===== config.mk =====
export PLATFORM = sky130hd
export DESIGN_NAME = ring_counter
export DESIGN_NICKNAME = d
export VERILOG_FILES = /design/src/rtl/ring_counter.sv
export SDC_FILE = /design/constraint.sdc
export NUM_CORES = 1
export LEC_CHECK = 0
export BUFFER_PORTS_ARGS = -buffer_cell sky130_fd_sc_hd__clkbuf_2
export CORE_AREA = 2 2 39 41
export DETAILED_ROUTE_END_ITERATION = 6
export DIE_AREA = 0 0 41 43
export PLACE_DENSITY = 0.34
export SLEW_MARGIN = 0
export SYNTH_ARGS = -nofsm -noshare
export SYNTH_HDL_FRONTEND = slang
export SYNTH_SLANG_ARGS = --single-unit

===== constraint.sdc =====
create_clock -name clk -period 0.8 [get_ports clk]
set_input_delay 0.12 -clock clk [delete_from_list [all_inputs] [get_ports clk]]
set_output_delay 0.12 -clock clk [all_outputs]
set_load 0.05 [all_outputs]

===== src/rtl/ring_counter.sv =====
// ring_counter: one-hot ring counter used as a WIDTH-phase strobe sequencer.
// A single set bit rotates one position per clk edge. Any state that is not
// exactly one-hot (all zeros or several bits set) is replaced by SEED on the
// next non-reset edge, so the ring always recovers by itself.
//
// Optional feature macro: RING_COUNTER_ERR_EN
//   When defined, an extra output 'err' follows q_out. It is a registered
//   one-cycle pulse raised on every edge that reloads SEED because the ring
//   was not one-hot. Reset clears it.
module ring_counter #(
    parameter int unsigned       WIDTH = 4,
    parameter logic [WIDTH-1:0]  SEED  = {{(WIDTH-1){1'b0}}, 1'b1},
    parameter bit                DIR   = 1'b0
) (
    input  logic             clk,
    input  logic             rst,
`ifdef RING_COUNTER_ERR_EN
    output logic [WIDTH-1:0] q_out,
    output logic             err
`else
    output logic [WIDTH-1:0] q_out
`endif
);

    localparam logic [WIDTH-1:0] ONE          = {{(WIDTH-1){1'b0}}, 1'b1};
    localparam bit               SEED_ONE_HOT = (SEED != '0) && ((SEED & (SEED - ONE)) == '0);

    // Parameter legality is checked while the design elaborates.
    if ((WIDTH < 2) || (WIDTH > 64)) begin : g_width_chk
        $error("ring_counter: WIDTH must lie in 2..64");
    end

    if (!SEED_ONE_HOT) begin : g_seed_chk
        $error("ring_counter: SEED must have exactly one bit set");
    end

    logic [WIDTH-1:0] q_reg;
    logic [WIDTH-1:0] q_next_rot;
    logic             one_hot;

    // One-hot test on the current register value: nonzero and a power of two.
    assign one_hot = (q_reg != '0) && ((q_reg & (q_reg - ONE)) == '0);

    // Rotation by one position in the configured direction.
    if (DIR == 1'b0) begin : g_rot_up
        assign q_next_rot = {q_reg[WIDTH-2:0], q_reg[WIDTH-1]};
    end else begin : g_rot_dn
        assign q_next_rot = {q_reg[0], q_reg[WIDTH-1:1]};
    end

    // Ring register: reset and self-correction both load SEED, else rotate.
    always_ff @(posedge clk) begin
        if (rst) begin
            q_reg <= SEED;
        end else if (!one_hot) begin
            q_reg <= SEED;
        end else begin
            q_reg <= q_next_rot;
        end
    end

    assign q_out = q_reg;

`ifdef RING_COUNTER_ERR_EN
    // Recovery flag: pulses on the same edge that reloads SEED after an illegal state.
    always_ff @(posedge clk) begin
        if (rst) begin
            err <= 1'b0;
        end else begin
            err <= !one_hot;
        end
    end
`endif

endmodule


### Word-level counts from Yosys, hierarchy flattened

Index checks and enable logic that the tools add are counted.

| word-level totals | value |
|---|---|
| output and inout port bits | 4 |
| register bits after elaboration | 4 |

| cells by class | value |
|---|---|
| add/sub/neg operators | 1 |
| reduce and logical (&&, ||, !) cells | 4 |
| bitwise logic cells | 2 |

Operator list:

| cell | count |
|---|---|
| 4-bit AND | 1 |
| 4-bit logical NOT | 1 |
| 4-bit nonzero test | 1 |
| 4-bit by 1-bit subtractor with 4-bit output (second input constant) | 1 |
| 2-bit OR reduction | 1 |
| 1-bit logical AND | 1 |
| 1-bit NOT | 1 |

### Logic depth before layout (Yosys ltp)

Gate-level depths: netlist of run 1.

| logic depth | value |
|---|---|
| depth in word-level cells | 6 |
| mapped depth | 2 |
| depth with buffers taken out | 2 |

### Worst setup path before layout of run 1

No wires, ideal clock.

| path | value |
|---|---|
| kind | reg2reg |
| start | reg q_reg[2], in the netlist q_out[2] |
| end | reg q_reg[0], in the netlist q_out[0] |
| arrival | 0.936 ns |
| library setup time | 0.145 ns |
| clock period less this slack | 1.081 ns |
| required time | 0.655 ns |
| stages on the path, launching flop included | 3 |
| path buffers | 0 |
| slack | -0.281 ns |
| cells stage by stage | dfxtp_1 -> xor2_1 -> o211ai_1 |

| on the way | value |
|---|---|
| longest elaborated chain between the ends | 6 |
| elaborated cells on any way between the ends | 7 |
| those cells by class | 1 x add/sub; 2 x bitwise; 4 x reduce/logical |

RTL lines:

| element | line | source |
|---|---|---|
| start: declaration | 37 | `logic [WIDTH-1:0] q_reg;` |
| start signal: assignment | 58 | `q_reg <= q_next_rot;` |
| 4-bit by 1-bit subtractor with 4-bit output | 42 | `assign one_hot = (q_reg != '0) && ((q_reg & (q_reg - ONE)) == '0);` |
| 4-bit AND | 42 |  |
| 4-bit logical NOT | 42 |  |
| 1-bit logical AND * | 42 |  |
| 1-bit NOT (no source line) * | - |  |
| 2-bit OR reduction (no source line) * | - |  |

Every way passes the cells marked *; elsewhere a longest branch is shown, timed or not.
A chain may end at the register's enable or synchronous reset.

### Worst setup path after layout of run 1

| path | value |
|---|---|
| start | reg q_reg[2], in the netlist q_out[2] |
| end | out q_out[2] |

RTL lines:

| element | line | source |
|---|---|---|
| end: declaration | 21 | `output logic [WIDTH-1:0] q_out` |

No word-level cell between the ends.

==> results.yml, run 1 <==
power:
  p_leak_nw: 0.145
  peakVddDrop_mv: 0.823
  power-per-cell-area_nw_per_um2: 2190
floorplanning:
  rows: 14
  initial_core_util: 0.103
  fp.dieH_um: 43
  io_pins: 6
  coreArea_um2: 1380
  dieArea_um2: 1760
  die_w_um: 41
setup_path:
  worst_path_largest_cell_delay_ps: 360
  cp-start-kind: "flop"
  crit_type: "flop to primary output"
  crit_arrival_ps: 750
  r2r_end: "q_out[0]"
  path_buf_inv: 1
  reg2reg_setup_slack_ps: -40
  critical_path.max_fanout: 4
  worstPathCellList: "clkbuf_16"
  r2r-start: "q_out[2]"
  crit_slowest_cell: "dfxtp_4"
  path_delay_family: "flip-flops"
  worstPathRequired_ps: 680
  endpoint_kind: "primary output"
  r2r_cells: 3
synthesis:
  synth_top_area_frac: 0.561
  synth_area_leaders: "dfxtp_1 56%, and4bb_2 18%, xor2_1 6.1%, o211ai_1 5.3%, and3_1 4.4%"
  synthTopCellsByCount: "4 x dfxtp_1, 2 x and4bb_2"
  syn_area_per_cell_um2: 11.9
  yosysMostFrequentCell: "dfxtp_1"
  ys_ff_latch: 4
  synth_async_sr_flop_share: 0
  synth_edf_count: 0
  yosys_warnings: 0
  syn_area_um2: 143
  synth_nets: 14
  yosysTopAreaCell: "dfxtp_1"
  ys_seq_area_frac: 0.561
  ys_types: 8
  synthCells: 12
  synth_ff_type: "dfxtp_1"
global_route:
  grt_start_max_net_pins: 6
  antenna_found_initial: 0
  grt_pass1_vias: 146
  gr-usage-all-layers: 0.0602
  gr-total-overflow: 0
  grt_pass1_wl_um: 600
final_layout:
  fin_nets: 27
  syn2layout_area_growth_pct: 143
  num_antenna_cells: 0
  drive_above_1_share: 0.826
  utilization: 0.250
  largest_reg_flops: 4
  stdcell_count: 39
clock_network:
  cts_made_buffers: 3
  clock_latency_ps: 230
  ctsHoldBuffers: 0
  cts_tree: "done"
  cts_htree_levels: 1
  clock_sinks: 4
  ctsRootBufferMaster: "clkbuf_4"
  clock_path_buffers: 2
  clkSlewWorstSetupHoldPaths_ps: 40
timing:
  rsz0062_at_grt: "true"
  post-route-period-util: 1.09
  worst_pin_slew_ps: 138
  finalClockSkew_ps: 5.77
  setup_viol: 5
  slew_headroom: 0.908
  final.setup.worst_slack_ps: -72.4
  min_period_ps: 872
  hold_violations: 0
  drv_slew: 0
  hold_ws_ps: 140
  clock.fmax_mhz: 1150
route:
  avgViaCountPerCell: 3.51
  top_layer_used: "met3"
  wl_met3_um: 31
  drc: 0
  drt-total-wl_um: 357
  via_count: 137
  dr_wl_met2_um: 149
  drt_iter0_markers: 3
  ant_nets: 0
  wl_met1_um: 176
  avgRoutedWirePerCell_um: 9.15
  first_pass_iters: 2
place:
  pre_cts_ws_ps: 54.3
  gp_congestion: 0.572
  port_buffers: 5
  dp.cells: 33
worst_hold_path:
  min_from: "rst"
  hold_depth: 3
  holdPathEnd: "q_out[0]"
  hp-class: "primary input to flop"
run:
  cap_viol_max_count: 0
run_status:
  outcome: "complete, but fails checks"
  violations: "negative setup slack"
per-stage QoR:
step	power [mW]	setup TNS, ps	area (µm²)
3_5_place_dp	0.390	0	208
5_1_grt	0.816	-467	347
6_report	0.758	-290	347
2_1_floorplan	0.357	0	163
3_3_place_gp	0.386	0	208
4_1_cts	0.770	-352	340
routing by layer:
metal | GRT usage | vias to the layer above
li1 | - | 70
met1 | 0.0675 | 61
met2 | 0.0563 | 6
met3 | 0.0628 | 0
met4 | 0.0600 | 0
met5 | 0 | -
tightest hold or removal path, cell delays in order:
cell,delay [ps]
clkbuf_2,100
nor2_4,50
o211ai_1,60
power by group:
group / internal [mW] / switching [mW]
Combinational: 0.151 / 0.119
Clock: 0.167 / 0.0730
Sequential: 0.224 / 0.0241
worst max-delay path by stage:
| stage | slack (ps) | startpoint | depth (start not counted) | endpoint |
|---|---|---|---|---|
| 2_1_floorplan | 4 | q_out[1] | 2 | q_out[0] |
| 3_3_place_gp | 60 | q_out[1] | 1 | q_out[1] |
| 3_5_place_dp | 50 | q_out[1] | 1 | q_out[1] |
| 4_1_cts | -80 | q_out[3] | 1 | q_out[3] |
| 5_1_grt | -110 | q_out[3] | 1 | q_out[3] |
| 6_report | -70 | q_out[2] | 1 | q_out[2] |
placed cells by master, fill, tap and decap left out:
cell / synthesis / routed
nor2_2: 1 / 1
clkbuf_16: 0 / 4
nor2_4: 0 / 1
and4bb_2: 2 / 2
and3_1: 1 / 1
dfxtp_4: 0 / 4
clkbuf_4: 0 / 3
clkbuf_2: 0 / 1
xor2_1: 1 / 1
o21ai_1: 0 / 1
buf_6: 0 / 3
o211ai_1: 1 / 1
cell type report:
class / instances / area [µm²]
Fill cell: 140 / 1040
Multi-Input combinational cell: 8 / 70.1
Timing Repair Buffer: 8 / 139
Tap cell: 16 / 20.0
Sequential cell: 4 / 95.1
Clock buffer: 3 / 22.5
logic make-up after synthesis:
group / share of synthesized area
compound gates: 0.0877
xor+xnor: 0.0614
flops: 0.561
simple gates: 0.289
what timing repair did:
item | CTS | global route
resized for setup | 14 | 3
cloned | 0 | 0
buffers inserted | 3 | 0
setup endpoints to repair | 4 | 7
pin swaps | 0 | 2
No activity file was read; power rests on OpenSTA's default activity.
==> run 2, diff against run 1 <==
--- a/config.mk
+++ b/config.mk
@@ -5,11 +5,13 @@
 export SDC_FILE = /design/constraint.sdc
 export NUM_CORES = 1
 export LEC_CHECK = 0
+export ABC_AREA = 1
 export BUFFER_PORTS_ARGS = -buffer_cell sky130_fd_sc_hd__clkbuf_2
 export CORE_AREA = 2 2 39 41
 export DETAILED_ROUTE_END_ITERATION = 6
 export DIE_AREA = 0 0 41 43
-export PLACE_DENSITY = 0.34
+export MAX_ROUTING_LAYER = met4
+export PLACE_DENSITY = 0.36
 export SLEW_MARGIN = 0
 export SYNTH_ARGS = -nofsm -noshare
 export SYNTH_HDL_FRONTEND = slang
==> constraint.sdc (replaced) <==
create_clock -name clk -period 1.05 [get_ports clk]
set_input_delay 0.1575 -clock clk [delete_from_list [all_inputs] [get_ports clk]]
set_output_delay 0.1575 -clock clk [all_outputs]
set_load 0.05 [all_outputs]
==> run 2 against run 1 <==
The flow now finishes without violations. Critical endpoint is now q_out[3]. Largest power group is now the clock network. Clock skew down 3.4 ps. Sequential share of layout area up 3.9 points. Combinational power down 49%. Sequential power down 21%. Largest cell class is now sequential cells.
==> results.yml, run 2 <==
run_status:
  outcome: "completed"
clock_network:
  cts_htree_levels: 1
  ctsRootBufferMaster: "clkbuf_4"
  clock_latency_ps: 240
  ctsHoldBuffers: 0
  clock_path_buffers: 2
  clkSlewWorstSetupHoldPaths_ps: 40
  cts_made_buffers: 3
  clock_sinks: 4
  cts_tree: "done"
place:
  place_hpwl_um: 315
  port_buffers: 5
  pre_cts_ws_ps: 201
  gp_congestion: 0.578
  placed_cell_area_um2: 234
timing:
  setup_viol: 0
  min_period_ps: 1010
  rsz0062_at_grt: "false"
  hold_violations: 0
  fin_setup_tns_ps: 0
  post-route-period-util: 0.961
  clock.fmax_mhz: 991
  finalClockSkew_ps: 2.35
  drv_slew: 0
  final.setup.worst_slack_ps: 40.7
  slew_headroom: 0.818
  worst_pin_slew_ps: 274
setup_path:
  crit_slowest_cell: "dfxtp_2"
  crit_type: "flop to primary output"
  path_delay_family: "flip-flops"
  worstPathRequired_ps: 890
  crit_arrival_ps: 850
  worstPathCellList: "clkbuf_2"
  critical_path.max_fanout: 4
  endpoint_kind: "primary output"
  path_buf_inv: 1
  worst_path_largest_cell_delay_ps: 340
  cp-start-kind: "flop"
final_layout:
  final_common_cell: "inv_1"
  final_cell_mix: "10 x inv_1, 7 x nand2_1, 5 x clkbuf_4, 4 x nand4_1, 4 x dfxtp_2"
  drive_above_1_share: 0.324
  syn2layout_area_growth_pct: 46.6
  num_antenna_cells: 0
  final_cell_area_um2: 272
  largest_reg_flops: 4
  fin_nets: 41
synthesis:
  yosysMostFrequentCell: "inv_1"
  yosys_warnings: 0
  synth_ff_type: "dfxtp_1"
  yosysTopAreaCell: "dfxtp_1"
  ys_types: 6
  synthMuxAreaShare: 0
  synth-compound-area-share: 0.0270
  synth_nets: 31
  syn_area_per_cell_um2: 6.39
  synth_top_family_by_area: "simple AND/OR/NAND/NOR gates"
  synthCells: 29
  synth_area_leaders: "dfxtp_1 43%, inv_1 20%, nand2_1 14%, nand4_1 14%, nor2_1 6.1%"
  syn_area_um2: 185
  synthTopCellsByCount: "10 x inv_1, 7 x nand2_1, 4 x dfxtp_1, 4 x nand4_1, 3 x nor2_1"
  ys_seq_area_frac: 0.432
  ys_ff_latch: 4
  synthSimpleGateAreaFrac: 0.338
  synthAdderAreaFrac: 0
  synth_top_area_frac: 0.432
  synth_xor_area_frac: 0
  synth_async_sr_flop_share: 0
  synth_edf_count: 0
global_route:
  grt_pass1_vias: 198
  grt_start_max_net_pins: 7
  gr-usage-all-layers: 0.0761
  gr-total-overflow: 0
  grt_pass1_wl_um: 759
  antenna_found_initial: 0
floorplanning:
  die_w_um: 41
  rows: 14
  coreArea_um2: 1380
  dieArea_um2: 1760
  initial_core_util: 0.134
  io_pins: 6
  fp.dieH_um: 43
power:
  clockPowerShare: 0.373
  p_leak_nw: 0.162
  p_int_uw: 348
  p_comb_frac: 0.259
  peakVddDrop_mv: 0.345
  switching_share: 0.350
  seq_power_share: 0.368
  power-per-cell-area_nw_per_um2: 1970
  p_sw_uw: 187
worst_hold_path:
  hp-class: "primary input to flop"
route:
  via_count: 191
  avgRoutedWirePerCell_um: 8.04
  first_pass_iters: 2
  ant_nets: 0
  avgViaCountPerCell: 3.60
  drt_iter0_markers: 2
  drt-total-wl_um: 426
  drc: 0
run:
  cap_viol_max_count: 0
run 2: changes by cell type after synthesis, moves of 2 or more:
cell / delta
and4bb_2: -2
inv_1: +10
nand2_1: +7
nand4_1: +4
nor2_1: +2
run 2: cell families after synthesis:
logic type             after synthesis
AOI/OAI and AO/OA                    1
and+or+nand+nor                     14
buffers and inverters               10
DFF                                  4
run 2: through the flow:
| stage | utilization | power, mW | hold WS (ps) | cells |
|---|---|---|---|---|
| floorplan | - | 0.291 | 303 | 29 |
| finish | 0.196 | 0.535 | 191 | 53 |
| global placement | 0.169 | 0.324 | 441 | 50 |
| CTS | 0.193 | 0.544 | 188 | 53 |
| detailed placement | 0.169 | 0.320 | 440 | 50 |
| global route | 0.196 | 0.577 | 181 | 53 |
run 2: power groups by stage:
stage               sequential, mW  clock, mW  combinational, mW
detailed placement           0.196          0              0.124
global route                 0.200      0.227              0.151
global placement             0.195          0              0.128
finish                       0.197      0.200              0.138
floorplan                    0.249          0             0.0421
CTS                          0.195      0.211              0.138
run 2: timing repair:
| item | CTS | global route |
|---|---|---|
| gates cloned | 0 | 0 |
| setup buffers | 0 | 0 |
| endpoints found under the setup margin | 2 | 2 |
| gates resized for setup | 3 | 3 |
run 2: path summary, 6_finish.rpt:
| check | startpoint | endpoint | slack [ps] | cells after the start |
|---|---|---|---|---|
| setup / recovery | q_out[3] | q_out[3] | 40 | 1 |
| hold / removal | rst | q_out[3] | 190 | 4 |
| setup reg to reg | q_out[2] | q_out[1] | 300 | 5 |
| hold reg to reg | q_out[1] | q_out[2] | 490 | 2 |
run 2: cell type report:
type | count | area [µm²]
Clock buffer | 3 | 22.5
Fill cell | 156 | 1110
Inverter | 10 | 37.5
Multi-Input combinational cell | 15 | 67.6
Sequential cell | 4 | 85.1
Tap cell | 16 | 20.0
Timing Repair Buffer | 5 | 38.8
run 2: routing by layer:
| metal | wire, µm | vias to the layer above | track usage |
|---|---|---|---|
| met5 | 0 | - | - |
| met4 | 4 | 0 | 0.0600 |
| met3 | 33 | 2 | 0.0785 |
| met2 | 206 | 5 | 0.0906 |
| met1 | 182 | 82 | 0.0675 |
| li1 | - | 102 | - |
